**src/rtl/sync_fifo_prog.sv**
```systemverilog
// ============================================================================
// Module   : sync_fifo_prog
// Purpose  : Single-clock FIFO with programmable almost-empty/almost-full
//            levels, an occupancy count and sticky overflow/underflow flags.
//            Define FIFO_FWFT_EN for first-word-fall-through read data.
// Revision : 1.0 - initial release
// ============================================================================
`default_nettype none

module sync_fifo_prog #(
  parameter int fifo_data_size        = 16,
  parameter int fifo_addr_size        = 5,
  parameter int almost_empty_full_gap = 3
) (
  input  logic                      clk,
  input  logic                      rst,
  input  logic                      w_en,
  input  logic [fifo_data_size-1:0] data_in,
  input  logic                      r_en,
  output logic [fifo_data_size-1:0] data_out,
  input  logic                      cfg_we,
  input  logic [fifo_addr_size:0]   ae_level,
  input  logic [fifo_addr_size:0]   af_level,
  input  logic                      err_clr,
  output logic                      empty,
  output logic                      full,
  output logic                      almost_empty,
  output logic                      almost_full,
  output logic [fifo_addr_size:0]   count,
  output logic                      overflow,
  output logic                      underflow
);

  localparam int              AW      = fifo_addr_size;
  localparam int              CW      = fifo_addr_size + 1;
  localparam int              DEPTH   = 2 ** fifo_addr_size;
  localparam logic [CW-1:0]   c_depth = CW'(DEPTH);
  localparam logic [CW-1:0]   c_gap   = (almost_empty_full_gap > DEPTH) ? c_depth
                                        : CW'(almost_empty_full_gap);

  logic [fifo_data_size-1:0] r_mem [DEPTH];
  logic [CW-1:0]             r_wr_ptr;
  logic [CW-1:0]             r_rd_ptr;
  logic [CW-1:0]             r_count;
  logic [CW-1:0]             r_ae_lvl;
  logic [CW-1:0]             r_af_lvl;
  logic                      r_empty;
  logic                      r_full;
  logic                      r_almost_empty;
  logic                      r_almost_full;
  logic                      r_overflow;
  logic                      r_underflow;

  logic                      w_wr_acc;
  logic                      w_rd_acc;
  logic [CW-1:0]             w_count_nxt;
  logic [CW-1:0]             w_ae_eff;
  logic [CW-1:0]             w_af_eff;

  function automatic logic [CW-1:0] clamp_level(input logic [CW-1:0] lvl);
    return (lvl > c_depth) ? c_depth : lvl;
  endfunction

  assign w_wr_acc    = w_en && !r_full;
  assign w_rd_acc    = r_en && !r_empty;
  assign w_count_nxt = r_count + CW'(w_wr_acc) - CW'(w_rd_acc);

  // Levels being loaded this cycle already steer the flags registered on this edge.
  assign w_ae_eff = cfg_we ? clamp_level(ae_level) : r_ae_lvl;
  assign w_af_eff = cfg_we ? clamp_level(af_level) : r_af_lvl;

  always_ff @(posedge clk) begin
    if (w_wr_acc) begin
      r_mem[r_wr_ptr[AW-1:0]] <= data_in;
    end
  end

  always_ff @(posedge clk) begin
    if (!rst) begin
      r_wr_ptr       <= '0;
      r_rd_ptr       <= '0;
      r_count        <= '0;
      r_ae_lvl       <= c_gap;
      r_af_lvl       <= c_gap;
      r_empty        <= 1'b1;
      r_full         <= 1'b0;
      r_almost_empty <= 1'b1;
      r_almost_full  <= 1'b0;
      r_overflow     <= 1'b0;
      r_underflow    <= 1'b0;
    end else begin
      if (w_wr_acc) begin
        r_wr_ptr <= r_wr_ptr + 1'b1;
      end
      if (w_rd_acc) begin
        r_rd_ptr <= r_rd_ptr + 1'b1;
      end
      r_count        <= w_count_nxt;
      r_ae_lvl       <= w_ae_eff;
      r_af_lvl       <= w_af_eff;
      r_empty        <= (w_count_nxt == '0);
      r_full         <= (w_count_nxt == c_depth);
      r_almost_empty <= (w_count_nxt <= w_ae_eff);
      r_almost_full  <= (w_count_nxt >= (c_depth - w_af_eff));
      // A fresh error in the same cycle as err_clr must survive the clear.
      if (w_en && r_full) begin
        r_overflow <= 1'b1;
      end else if (err_clr) begin
        r_overflow <= 1'b0;
      end
      if (r_en && r_empty) begin
        r_underflow <= 1'b1;
      end else if (err_clr) begin
        r_underflow <= 1'b0;
      end
    end
  end

`ifdef FIFO_FWFT_EN
  assign data_out = r_empty ? '0 : r_mem[r_rd_ptr[AW-1:0]];
`else
  logic [fifo_data_size-1:0] r_data_out;

  always_ff @(posedge clk) begin
    if (!rst) begin
      r_data_out <= '0;
    end else if (w_rd_acc) begin
      r_data_out <= r_mem[r_rd_ptr[AW-1:0]];
    end
  end

  assign data_out = r_data_out;
`endif

  assign empty        = r_empty;
  assign full         = r_full;
  assign almost_empty = r_almost_empty;
  assign almost_full  = r_almost_full;
  assign count        = r_count;
  assign overflow     = r_overflow;
  assign underflow    = r_underflow;

endmodule

`default_nettype wire
```
**config.mk**
```make
export PLATFORM = sky130hd
export DESIGN_NAME = sync_fifo_prog
export DESIGN_NICKNAME = d
export VERILOG_FILES = /design/src/rtl/sync_fifo_prog.sv
export SDC_FILE = /design/constraint.sdc
export NUM_CORES = 1
export LEC_CHECK = 0
export ABC_AREA = 0
export CORE_ASPECT_RATIO = 0.6
export CORE_MARGIN = 5
export CORE_UTILIZATION = 30
export DETAILED_ROUTE_END_ITERATION = 16
export PLACE_DENSITY_LB_ADDON = 0.1
export REMOVE_ABC_BUFFERS = 1
export SYNTH_ARGS = -nofsm -noshare
export SYNTH_HDL_FRONTEND = slang
export SYNTH_SLANG_ARGS = --single-unit
```
**constraint.sdc**
```tcl
create_clock -name clk -period 5.4 [get_ports clk]
set_clock_uncertainty 0.15 [all_clocks]
set_input_delay 1.35 -clock clk [delete_from_list [all_inputs] [get_ports clk]]
set_output_delay 1.35 -clock clk [all_outputs]
set_load 0.01 [all_outputs]
```
==> results.json <==
{
  "die_w_um": 362,
  "clk_latency_ns": 0.61,
  "swShare_pct": 24.8,
  "startpoint": "w_en",
  "path_cells": "clkdlybuf4s50_1, nor2b_1, inv_1, ha_1, inv_1, ha_1, a21o_1, a311o_1, a21oi_1, xnor2_1, ha_1, nand4_1, o21ai_0, a21o_1",
  "cts_made_buffers": 55,
  "grt_first_pass_wirelength_um": 91500,
  "synth_top_cell_area_share_pct": 68.9,
  "synth-seq-cells": 562,
  "nets": 1424,
  "grt_pass1_vias": 12000,
  "numPortBuffers": 61,
  "routed_via_density": 4.91,
  "postCtsHoldBufs": 0,
  "fp.dieArea_mm2": 0.0802,
  "worst_hold_path_type": "register to register",
  "first_pass_iters": 5,
  "path_max_fanout": 5,
  "finalCoreUtilization_pct": 35.6,
  "crit_path_end_kind": "register",
  "worstPathArrival_ns": 4.32,
  "cts.repair.resized": 0,
  "antenna_found_initial": 0,
  "p_clk_share_pct": 38.3,
  "ys_types": 57,
  "required_ns": 5.76,
  "reg2reg_slack_ns": 2.17,
  "max_slew_margin_pct": 14.6,
  "reg2reg_from": "r_rd_ptr[0]",
  "start_kind": "primary input",
  "fillCellCount": 6989,
  "clk_pin_slew_ns": 0.07,
  "synth_largest_area_cell": "edfxtp_1",
  "power_switching_mw": 2.55,
  "ir_drop_v": 0.000232,
  "start_util_pct": 30.3,
  "synthFlopType": "edfxtp_1",
  "coreArea_mm2": 0.0737,
  "cp_common_cell": "ha_1",
  "critPathKind": "primary input to register",
  "total_leakage_power_nw": 8.31,
  "post_cts_buffers": 0,
  "wl_per_cell_um": 26.6,
  "final_cell_mix": "512 x edfxtp_1, 131 x mux2i_1, 68 x buf_4, 66 x nor2_1, 61 x clkdlybuf4s50_1",
  "routed_wirelength_um": 63900,
  "grt_setup_unrepaired": "false",
  "fin_ws_ns": 1.44,
  "fmax_mhz": 252,
  "ys_async_sr_fraction_pct": 0,
  "netlist_area_mm2": 0.0223,
  "overflow": 0,
  "p_total_mw": 10.3,
  "route.detailed.drc": 0,
  "hpwl_um": 39600,
  "ys_top_cells_by_area": "edfxtp_1 69%, mux2i_1 5.9%, mux4_2 5.7%",
  "fin_tns_setup_ns": 0,
  "via_count": 11800,
  "std_cell_rows": 77,
  "place_congestion": 0.740,
  "max_stage_delay_ns": 0.48,
  "pwr-share-seq_pct": 48.0,
  "clockBufferDepth": 3,
  "die_h_um": 221,
  "fin_crit_ns": 3.96,
  "min-delay-start": "r_af_lvl[1]",
  "area_delta_synth_final_pct": 17.5,
  "synth_cells": 1241,
  "boundaryPins": 62,
  "fin_crit_sh_pct": 73.4,
  "power.density_mw_per_mm2": 393,
  "htree_num_levels": 2,
  "cts_tree": "yes",
  "drive_gt1_share_pct": 19.3,
  "hold_viol": 0,
  "layout_commonest_cell": "edfxtp_1",
  "outcome": "completed",
  "yosysSeqAreaShare_pct": 73.3,
  "setup_violations": 0,
  "clock-sinks": 562,
  "drv_slew": 0,
  "post-place-ws_ns": 0.831,
  "cpMaxStageDelayCell": "clkdlybuf4s50_1",
  "drv_cap": 0,
  "synth_warnings": 0,
  "drt_first_iter_violations": 893,
  "combPwrFrac_pct": 13.7,
  "grt.total_usage_pct": 15.7,
  "intPower_mw": 7.76,
  "antenna_left": 0,
  "clockRootBuffer": "clkbuf_16",
  "synth-edff-count": 512,
  "worst_pin_slew_ns": 1.28,
  "grt_max_degree": 47,
  "syn-mean-instance-area_um2": 18.0
}
==> registers in the layout, indices dropped and copies added, names as in the netlist, 5 cells and up <==
| name | cells |
|---|---|
| count | 6 |
| data_out | 16 |
| r_ae_lvl | 6 |
| r_af_lvl | 6 |
| r_mem | 512 |
| r_rd_ptr | 5 |
| r_wr_ptr | 5 |
==> synth_stat cells (2+ instances only) <==
library cell	number
and3b_1	3
buf_8	4
or3_1	3
o21ai_0	35
a22oi_1	2
a311oi_1	15
nor2b_1	3
dfxtp_1	50
a221oi_1	15
buf_6	7
mux2_2	16
xnor2_1	9
buf_2	25
a21oi_1	15
buf_4	9
nand3_1	4
edfxtp_1	512
o22ai_1	47
nor2_1	95
ha_1	24
or3b_2	2
buf_12	3
a211oi_2	3
mux2i_1	131
buf_1	2
clkbuf_1	15
xor2_1	7
a211o_1	15
inv_1	15
a211oi_1	13
and2_1	7
or2_2	2
mux4_2	57
nand2_1	33
nor3b_1	4
o21a_1	3
nand3b_1	3
nand4_1	4
a21o_1	5
mux4_1	7
==> power by group through the flow <==
stage | Sequential [mW] | Combinational (mW) | Clock [mW]
2_1_floorplan | 5.09 | 0.851 | 0
3_3_place_gp | 5.05 | 1.42 | 0
3_5_place_dp | 5.05 | 1.44 | 0
4_1_cts | 4.95 | 1.44 | 4.08
5_1_grt | 4.96 | 1.56 | 4.27
6_report | 4.95 | 1.41 | 3.95
==> path summary, 6_finish.rpt <==
check,to,depth (start not counted)
worst min-delay path,r_af_lvl[1],2
worst min register to register,r_af_lvl[1],2
worst max register to register,data_out[11],5
worst max-delay path,almost_empty,14
==> cell type report <==
class | instances | area [um^2] | share of cell area (%)
multi-input combinational | 598 | 5510 | 21.0
antenna | 1 | 2.50 | 0.00954
tap | 987 | 1230 | 4.71
timing repair buffer | 133 | 1200 | 4.58
inverter | 15 | 56.3 | 0.215
clock inverter | 26 | 273 | 1.04
sequential | 562 | 16400 | 62.5
clock buffer | 77 | 1560 | 5.95
==> stage by stage <==
stage / cell area [um^2] / hold WS, ns / cells
floorplan: 21900 / 0.285 / 1175
global placement: 24400 / 0.328 / 2295
detailed placement: 24400 / 0.323 / 2295
CTS: 26200 / 0.342 / 2398
global route: 26200 / 0.364 / 2398
finish: 26200 / 0.335 / 2399
==> worst max-delay path, delay by kind of cell <==
kind / cells / cell delay (ns)
AOI/OAI and AO/OA: 5 / 1.01
adders and majority gates: 3 / 0.83
buffers and inverters: 3 / 0.58
and+or+nand+nor: 2 / 0.27
xor gates and xnor gates: 1 / 0.28
==> layer usage <==
metal / global-route usage, % / share of wire, %
met4: 3.08 / 1.3
met1: 25.3 / 53
met2: 22.1 / 41
met5: 0 / 0
met3: 2.87 / 4.7
==> kinds of logic (layout without fill, tap and decap cells) <==
kind of cell | after synthesis | count (layout) | synth area share, %
xor gates and xnor gates | 16 | 16 | 0.628
and+or+nand+nor | 171 | 171 | 3.55
AOI/OAI and AO/OA | 175 | 175 | 5.46
adders and majority gates | 25 | 25 | 1.43
other | 0 | 1 | 0
DFF | 562 | 562 | 73.3
muxes | 211 | 211 | 13.3
buffers and inverters | 81 | 251 | 2.33
Note: power is estimated with default switching activity, not from simulation.
